File: config.mk
export PLATFORM = sky130hd
export DESIGN_NAME = gshare_ght_flat
export DESIGN_NICKNAME = d
export VERILOG_FILES = /design/src/rtl/gshare_ght_pkg.sv /design/src/rtl/gshare_ght_if.sv /design/src/rtl/gshare_ght_sat_counter_table.sv /design/src/rtl/gshare_ght.sv /design/src/flat_wrapper.sv
export SDC_FILE = /design/constraint.sdc
export NUM_CORES = 2
export LEC_CHECK = 0
export CORE_MARGIN = 3
export CORE_UTILIZATION = 63
export DETAILED_ROUTE_END_ITERATION = 12
export DONT_BUFFER_PORTS = 1
export PLACE_DENSITY = 0.78
export SETUP_SLACK_MARGIN = 0.5
export SLEW_MARGIN = 20
export SYNTH_ARGS = -nofsm -noshare
export SYNTH_HDL_FRONTEND = slang
export SYNTH_SLANG_ARGS = --single-unit
File: constraint.sdc
create_clock -name clk_i -period 95.4 [get_ports clk_i]
set_input_delay 14.31 -clock clk_i [delete_from_list [all_inputs] [get_ports clk_i]]
set_output_delay 14.31 -clock clk_i [all_outputs]
set_load 0.01 [all_outputs]
File: src/rtl/gshare_ght_pkg.sv
// gshare_ght shared types and helpers.
// Helpers take widths as arguments so every instance can share them.
package gshare_ght_pkg;

    typedef enum logic {INIT, RUN} state_t;

    function automatic logic [3:0] cnt_init(int cnt_w);
        return 4'((1 << (cnt_w - 1)) - 1);
    endfunction

    function automatic logic [3:0] sat_cnt_next(
        logic [3:0] cnt,
        logic       taken,
        int         cnt_w
    );
        logic [3:0] mx;
        mx = 4'((1 << cnt_w) - 1);
        if (taken)
            return (cnt == mx) ? cnt : cnt + 4'd1;
        return (cnt == 4'd0) ? cnt : cnt - 4'd1;
    endfunction

    function automatic logic [31:0] gshare_idx(
        logic [63:0] pc,
        logic [31:0] ghr,
        int          idx_w
    );
        logic [31:0] mask;
        mask = 32'((64'd1 << idx_w) - 64'd1);
        return (32'(pc >> 2) ^ ghr) & mask;
    endfunction

endpackage

File: src/rtl/gshare_ght_if.sv
// Fetch/execute side bundle of the gshare predictor.
// The predictor sits on the slave modport.
interface gshare_ght_if #(
    parameter int ADDR_W = 32,
    parameter int HIST_W = 8
);
    logic              en_i;
    logic              ready_o;
    logic              pred_req_i;
    logic [ADDR_W-1:0] pred_pc_i;
    logic              pred_valid_o;
    logic              pred_taken_o;
    logic [HIST_W-1:0] pred_ghr_o;
    logic              upd_en_i;
    logic [ADDR_W-1:0] upd_pc_i;
    logic [HIST_W-1:0] upd_ghr_i;
    logic              upd_taken_i;
    logic              upd_mispredict_i;
    logic [HIST_W-1:0] ghr_o;

    modport master (
        output en_i, pred_req_i, pred_pc_i,
        output upd_en_i, upd_pc_i, upd_ghr_i,
        output upd_taken_i, upd_mispredict_i,
        input  ready_o, pred_valid_o, pred_taken_o,
        input  pred_ghr_o, ghr_o
    );

    modport slave (
        input  en_i, pred_req_i, pred_pc_i,
        input  upd_en_i, upd_pc_i, upd_ghr_i,
        input  upd_taken_i, upd_mispredict_i,
        output ready_o, pred_valid_o, pred_taken_o,
        output pred_ghr_o, ghr_o
    );

endinterface

File: src/rtl/gshare_ght_sat_counter_table.sv
// Pattern history table of saturating counters.
// One combinational lookup port; one write port muxing init sweep and training.
module gshare_ght_sat_counter_table
    import gshare_ght_pkg::*;
#(
    parameter int IDX_W = 10,
    parameter int CNT_W = 2
) (
    input  logic             clk,
    input  logic             init_we,
    input  logic [IDX_W-1:0] init_ptr,
    input  logic             upd_we,
    input  logic [IDX_W-1:0] upd_idx,
    input  logic             upd_taken,
    input  logic [IDX_W-1:0] rd_idx,
    output logic [CNT_W-1:0] rd_cnt
);

    logic [CNT_W-1:0] mem [2**IDX_W];
    logic [CNT_W-1:0] upd_next;

    assign rd_cnt   = mem[rd_idx];
    assign upd_next = CNT_W'(sat_cnt_next(4'(mem[upd_idx]), upd_taken, CNT_W));

    // No reset on the array: the INIT sweep owns its contents.
    always_ff @(posedge clk) begin
        if (init_we)
            mem[init_ptr] <= CNT_W'(cnt_init(CNT_W));
        else if (upd_we)
            mem[upd_idx] <= upd_next;
    end

endmodule

File: src/rtl/gshare_ght.sv
// gshare direction predictor: speculative GHR, PHT sweep on reset,
// checkpointed history recovery on mispredict.
module gshare_ght
    import gshare_ght_pkg::*;
#(
    parameter int ADDR_W = 32,
    parameter int HIST_W = 8,
    parameter int IDX_W  = 10,
    parameter int CNT_W  = 2
) (
    input logic       clk_i,
    input logic       rst_ni,
    gshare_ght_if.slave bus
);

    localparam int unsigned DEPTH = 2**IDX_W;

    if (HIST_W < 1 || HIST_W > IDX_W) begin : g_bad_hist
        $error("gshare_ght: HIST_W must be in 1..IDX_W");
    end
    if (CNT_W < 2 || CNT_W > 4) begin : g_bad_cnt
        $error("gshare_ght: CNT_W must be in 2..4");
    end

    state_t            state_q, state_d;
    logic [IDX_W-1:0]  ptr_q, ptr_d;
    logic [HIST_W-1:0] ghr_q, ghr_d;
    logic              pv_q, pt_q;
    logic [HIST_W-1:0] pg_q;

    logic              init_we, pred_ok, upd_ok, recov;
    logic [IDX_W-1:0]  rd_idx, upd_idx;
    logic [CNT_W-1:0]  rd_cnt;
    logic              pred_bit;

    assign rd_idx  = IDX_W'(gshare_idx(64'(bus.pred_pc_i),
                                       32'(ghr_q), IDX_W));
    assign upd_idx = IDX_W'(gshare_idx(64'(bus.upd_pc_i),
                                       32'(bus.upd_ghr_i), IDX_W));
    assign pred_bit = rd_cnt[CNT_W-1];

    always_comb begin
        state_d = state_q;
        ptr_d   = ptr_q;
        ghr_d   = ghr_q;
        init_we = 1'b0;
        pred_ok = 1'b0;
        upd_ok  = 1'b0;
        recov   = 1'b0;
        unique case (state_q)
            INIT: begin
                if (bus.en_i) begin
                    init_we = 1'b1;
                    ptr_d   = ptr_q + 1'b1;
                    if (ptr_q == IDX_W'(DEPTH - 1))
                        state_d = RUN;
                end
            end
            RUN: begin
                if (bus.en_i) begin
                    upd_ok  = bus.upd_en_i;
                    recov   = bus.upd_en_i && bus.upd_mispredict_i;
                    pred_ok = bus.pred_req_i && !recov;
                    // Recovery wins over the speculative shift.
                    if (recov)
                        ghr_d = HIST_W'({bus.upd_ghr_i, bus.upd_taken_i});
                    else if (pred_ok)
                        ghr_d = HIST_W'({ghr_q, pred_bit});
                end
            end
            default: state_d = INIT;
        endcase
    end

    gshare_ght_sat_counter_table #(
        .IDX_W (IDX_W),
        .CNT_W (CNT_W)
    ) u_table (
        .clk       (clk_i),
        .init_we   (init_we && rst_ni),
        .init_ptr  (ptr_q),
        .upd_we    (upd_ok && rst_ni),
        .upd_idx   (upd_idx),
        .upd_taken (bus.upd_taken_i),
        .rd_idx    (rd_idx),
        .rd_cnt    (rd_cnt)
    );

    always_ff @(posedge clk_i) begin
        if (!rst_ni) begin
            state_q <= INIT;
            ptr_q   <= '0;
            ghr_q   <= '0;
            pv_q    <= 1'b0;
            pt_q    <= 1'b0;
            pg_q    <= '0;
        end else begin
            state_q <= state_d;
            ptr_q   <= ptr_d;
            ghr_q   <= ghr_d;
            pv_q    <= pred_ok;
            if (pred_ok) begin
                pt_q <= pred_bit;
                pg_q <= ghr_q;
            end
        end
    end

    assign bus.ready_o      = (state_q == RUN);
    assign bus.pred_valid_o = pv_q;
    assign bus.pred_taken_o = pt_q;
    assign bus.pred_ghr_o   = pg_q;
    assign bus.ghr_o        = ghr_q;

endmodule
File: src/flat_wrapper.sv
// flat-port wrapper written by rule: the top's interface ports become plain ports
module gshare_ght_flat import gshare_ght_pkg::*;
#(
    parameter int ADDR_W = 32,
    parameter int HIST_W = 8,
    parameter int IDX_W  = 10,
    parameter int CNT_W  = 2
)
  (clk_i, rst_ni, bus_en_i, bus_pred_req_i, bus_pred_pc_i, bus_upd_en_i, bus_upd_pc_i, bus_upd_ghr_i, bus_upd_taken_i, bus_upd_mispredict_i, bus_ready_o, bus_pred_valid_o, bus_pred_taken_o, bus_pred_ghr_o, bus_ghr_o);
  gshare_ght_if #(.ADDR_W(ADDR_W), .HIST_W(HIST_W)) bus_i ();
  input logic clk_i;
  input logic rst_ni;
  input wire logic [$bits(bus_i.en_i)-1:0] bus_en_i;
  input wire logic [$bits(bus_i.pred_req_i)-1:0] bus_pred_req_i;
  input wire logic [$bits(bus_i.pred_pc_i)-1:0] bus_pred_pc_i;
  input wire logic [$bits(bus_i.upd_en_i)-1:0] bus_upd_en_i;
  input wire logic [$bits(bus_i.upd_pc_i)-1:0] bus_upd_pc_i;
  input wire logic [$bits(bus_i.upd_ghr_i)-1:0] bus_upd_ghr_i;
  input wire logic [$bits(bus_i.upd_taken_i)-1:0] bus_upd_taken_i;
  input wire logic [$bits(bus_i.upd_mispredict_i)-1:0] bus_upd_mispredict_i;
  output wire logic [$bits(bus_i.ready_o)-1:0] bus_ready_o;
  output wire logic [$bits(bus_i.pred_valid_o)-1:0] bus_pred_valid_o;
  output wire logic [$bits(bus_i.pred_taken_o)-1:0] bus_pred_taken_o;
  output wire logic [$bits(bus_i.pred_ghr_o)-1:0] bus_pred_ghr_o;
  output wire logic [$bits(bus_i.ghr_o)-1:0] bus_ghr_o;
  assign bus_i.en_i = bus_en_i;
  assign bus_i.pred_req_i = bus_pred_req_i;
  assign bus_i.pred_pc_i = bus_pred_pc_i;
  assign bus_i.upd_en_i = bus_upd_en_i;
  assign bus_i.upd_pc_i = bus_upd_pc_i;
  assign bus_i.upd_ghr_i = bus_upd_ghr_i;
  assign bus_i.upd_taken_i = bus_upd_taken_i;
  assign bus_i.upd_mispredict_i = bus_upd_mispredict_i;
  assign bus_ready_o = bus_i.ready_o;
  assign bus_pred_valid_o = bus_i.pred_valid_o;
  assign bus_pred_taken_o = bus_i.pred_taken_o;
  assign bus_pred_ghr_o = bus_i.pred_ghr_o;
  assign bus_ghr_o = bus_i.ghr_o;
  gshare_ght #(.ADDR_W(ADDR_W), .HIST_W(HIST_W), .IDX_W(IDX_W), .CNT_W(CNT_W)) u_core (.clk_i(clk_i), .rst_ni(rst_ni), .bus(bus_i));
endmodule
==> flow_metrics.tcl <==
set metrics [dict create \
    ff2ff_setup_slack_ns 88.69 \
    num_io_pins 98 \
    hp-class "reg -> reg" \
    setup_viol 0 \
    async_flop_share 0 \
    synth_xor_area_frac 0.003601 \
    fp.dieW_um 389.7 \
    via_per_inst 7.690 \
    fin_skew_ns 0.04917 \
    drc 0 \
    cts-resized-gates 0 \
    ant_nets 0 \
    hpwl_um 151800 \
    crit_type "in -> reg" \
    final_nets 5275 \
    port_buffers 0 \
    hp-start "u_core.bus.ghr_o[5]$_SDFFE_PN0P_" \
    worst_setup_path_end_kind "flop" \
    required_ns 95.90 \
    yosysUniqueCellTypes 67 \
    finalCritPeriodShare 0.2459 \
    syn-num-nets 5382 \
    wl_per_cell_um 38.42 \
    synth_area_per_cell_um2 17.50 \
    cts_hold_buf 0 \
    antenna_found_initial 10 \
    n_fill_cell 8739 \
    synthMuxAreaShare 0.2114 \
    reg2reg_from "u_core.bus.ghr_o[1]$_SDFFE_PN0P_" \
    grtUsageTotal 0.3725 \
    grt_max_degree 314 \
    vias 56050 \
    synth_compound_area_frac 0.02684 \
    synth_cells 5302 \
    die_area_mm2 0.1519 \
    holdPathEnd "u_core.bus.pred_ghr_o[5]$_SDFFE_PN0P_" \
    post_cts_buffers 0 \
    drive_gt1_frac 0.2442 \
    p_per_area_mw_per_mm2 18.60 \
    outcome "completed" \
    drt-pass1-iter-count 8 \
    synthToLayoutAreaGrowth_pct 9.239 \
    crit_buf_inv 9 \
    yosysWarnings 0 \
    path_depth 19 \
    tritoncts "yes" \
    root_buffer "clkbuf_16" \
    final_area_mm2 0.1013 \
    initial_core_util 0.6358 \
    synthFlopType "edfxtp_1" \
    synth-simple-area-share 0.06529 \
    synth_edf_count 2048 \
    fp-row-count 140 \
    relSlewSlack 0.1476 \
    regArea_mm2 0.06208 \
    place.gp.congestion 0.8902 \
    cpMostUsedCell "buf_4" \
    hold_depth 2 \
    numCtsBuffers 200 \
    cts.path.max_buffers 3 \
    yosys.area_share.adder 0.0001349 \
    drt_iter0_drc 10650 \
    overflow 0 \
    core_area_mm2 0.1459 \
    fin_setup_tns_ns 0 \
    cp-start-kind "primary input" \
    p_leak_uw 0.03070 \
    hold_viol 0 \
    min_period_ns 23.46 \
    power_frac_seq 0.524 \
    die_h_um 389.7 \
    comb_power_share 0.058 \
    p_clk_frac 0.418 \
    peakVddDrop_mv 0.01960 \
    placed_area_mm2 0.09471 \
    clk_latency_ns 0.85 \
    grt_pass1_vias 55260 \
    p_int_uw 1468 \
    routed_wl_um 280000 \
    max_freq_ghz 0.04263 \
    cpMaxStageDelayCell "buf_4" \
    cp_cell_sequence "xor2_4, buf_4, buf_12, buf_4, buf_4, mux4_2, nand2_1, nand3_1, nand3_1, a2111oi_0, nor4_1, buf_4, o32ai_1, o21ai_1, a21oi_4, buf_4, buf_12, buf_4, buf_6" \
    synth_top_family_by_area "multiplexers" \
    grt_pass1_wl_um 396900 \
    clk_pin_slew_ns 0.06 \
    power_switching_uw 416.9 \
    drv_cap 0 \
    maxSlewViolCount 0 \
    r2r_end "u_core.bus.ghr_o[0]$_SDFFE_PN0P_" \
    slowest_delay_ns 0.92 \
    worst_ep_arrival_time_ns 23.96 \
    multiInputGateArea_mm2 0.02920 \
    rr_worst_depth 13 \
    crit_path_max_fanout 241 \
    worst_path_dominant_cell_family "buffers and inverters" \
    clkSinkCount 2077 \
    ys_ff_latch 2077 \
    synth.cell_area_mm2 0.09277 \
    switching_share 0.2212 \
    grt_setup_unrepaired "false" \
    worst_pin_slew_ns 1.265 \
    cts-htree-levels 4 \
    yosysSeqAreaShare 0.6692 \
]
worst max-delay path by stage:
stage,from,end,slack (ns)
2_1_floorplan,bus_upd_ghr_i[0],u_core.u_table.mem[0][1]$_DFFE_PP_,45.86
3_3_place_gp,bus_upd_ghr_i[1],u_core.u_table.mem[868][1]$_DFFE_PP_,71.28
3_5_place_dp,bus_upd_ghr_i[1],u_core.u_table.mem[868][1]$_DFFE_PP_,71.10
4_1_cts,bus_upd_ghr_i[1],u_core.u_table.mem[154][1]$_DFFE_PP_,71.82
5_1_grt,bus_upd_ghr_i[1],u_core.u_table.mem[154][1]$_DFFE_PP_,71.41
6_report,bus_upd_ghr_i[1],u_core.u_table.mem[151][1]$_DFFE_PP_,71.94
metal layers:
layer  vias up  global-route usage  routed length (um)
li1      21200                   -                   -
met1     28350              0.4969               88530
met2      5429              0.5394              125400
met3      1066              0.1367               47520
met4         8              0.2080               18500
met5         -                   0                  60
synth_stat cells, types with 6 or more instances:
cell | number | share of area
a211oi_1 | 8 | 0.00065
a21boi_0 | 19 | 0.0015
a21oi_1 | 32 | 0.0017
a221oi_1 | 6 | 0.00057
a22o_1 | 10 | 0.00094
a22oi_1 | 169 | 0.014
a31oi_1 | 6 | 0.00040
a32oi_1 | 6 | 0.00057
and2_1 | 11 | 0.00074
buf_1 | 20 | 0.00081
buf_12 | 6 | 0.0013
buf_2 | 119 | 0.0064
buf_4 | 26 | 0.0021
buf_6 | 11 | 0.0013
clkbuf_1 | 253 | 0.010
dfxtp_1 | 29 | 0.0063
edfxtp_1 | 2048 | 0.66
inv_1 | 6 | 0.00024
mux2i_1 | 49 | 0.0053
mux4_1 | 47 | 0.013
mux4_2 | 794 | 0.19
nand2_1 | 234 | 0.0095
nand3_1 | 95 | 0.0051
nand4_1 | 31 | 0.0021
nor2_1 | 1079 | 0.044
nor3_1 | 12 | 0.00065
nor4_1 | 18 | 0.0012
o2111ai_1 | 6 | 0.00057
o211a_1 | 8 | 0.00086
o21ai_0 | 25 | 0.0013
o21ai_1 | 6 | 0.00032
xnor2_1 | 20 | 0.0019
xor2_1 | 15 | 0.0014
per-stage QoR:
step	setup WS, ns	hold WS, ns	util	power (uW)	std cells
global route	71.41	0.5340	0.6944	1921	7282
finish	71.94	0.5001	0.6945	1885	7288
detailed placement	71.10	0.4821	0.6491	1112	6905
global placement	71.28	0.4824	0.6490	1111	6905
floorplan	45.86	0.4876	-	1075	5302
CTS	71.82	0.4935	0.6930	1880	7277
worst min-delay path, stage by stage (launching register included):
cell	delay, ns
dfxtp_1	0.33
nand2_1	0.06
a21boi_0	0.06
power groups by stage:
stage	sequential (uW)	clock, uW	combinational [uW]
final	987	788	110
after global routing	986	824	111
after CTS	987	788	106
after detailed placement	1010	0	105
after global placement	1010	0	105
after floorplan	1010	0	68.6
kinds of logic (layout without fill, tap and decap cells):
group,count (synthesis),after routing
buffers and inverters,449,512
multiplexers,890,890
XOR/XNOR,36,36
AO/OA/AOI/OAI,340,340
other,0,6
adder cells (fa/ha/maj),1,1
flip-flops,2077,2077
AND/OR/NAND/NOR,1509,1509
registers in the layout, indices dropped and copies added, names as in the netlist:
signal	count
u_core.bus.pred_taken_o	1
u_core.u_table.mem	2048
u_core.ptr_q	10
u_core.bus.ghr_o	8
u_core.bus.ready_o	1
u_core.bus.pred_valid_o	1
u_core.bus.pred_ghr_o	8
cell type report:
cell class,instances,area share
inverter,6,0.0002222
tap,1917,0.02367
timing repair buffer,134,0.01203
clock buffer,253,0.05240
multi-input combinational,2776,0.2881
antenna,6,0.0001482
sequential,2077,0.6126
clock inverter,119,0.01085
cell usage in the layout (no fill, tap or decap), types with 7 or more instances in the layout:
cell type  instances
nor3_1            12
nand2_2           41
and2_1            11
a22o_1            10
edfxtp_1        2048
a211oi_1           8
nor2_1          1074
dfxtp_1           29
o21ai_0           23
clkinv_1          50
inv_6              7
clkinv_2          35
nor4_2            10
nor4_1             8
xor2_4             8
xnor2_1           11
mux4_2           794
a21oi_1           30
a21boi_0          19
mux2i_1           49
nand2_1          190
clkbuf_16        205
o211a_1            8
xnor2_2            9
buf_4            118
buf_12            10
nand3_4           15
nand3_1           79
nand4_1           31
bufinv_16         20
a22oi_1          169
mux4_1            47
clkbuf_1          48
No activity file was read; power rests on OpenSTA's default activity.
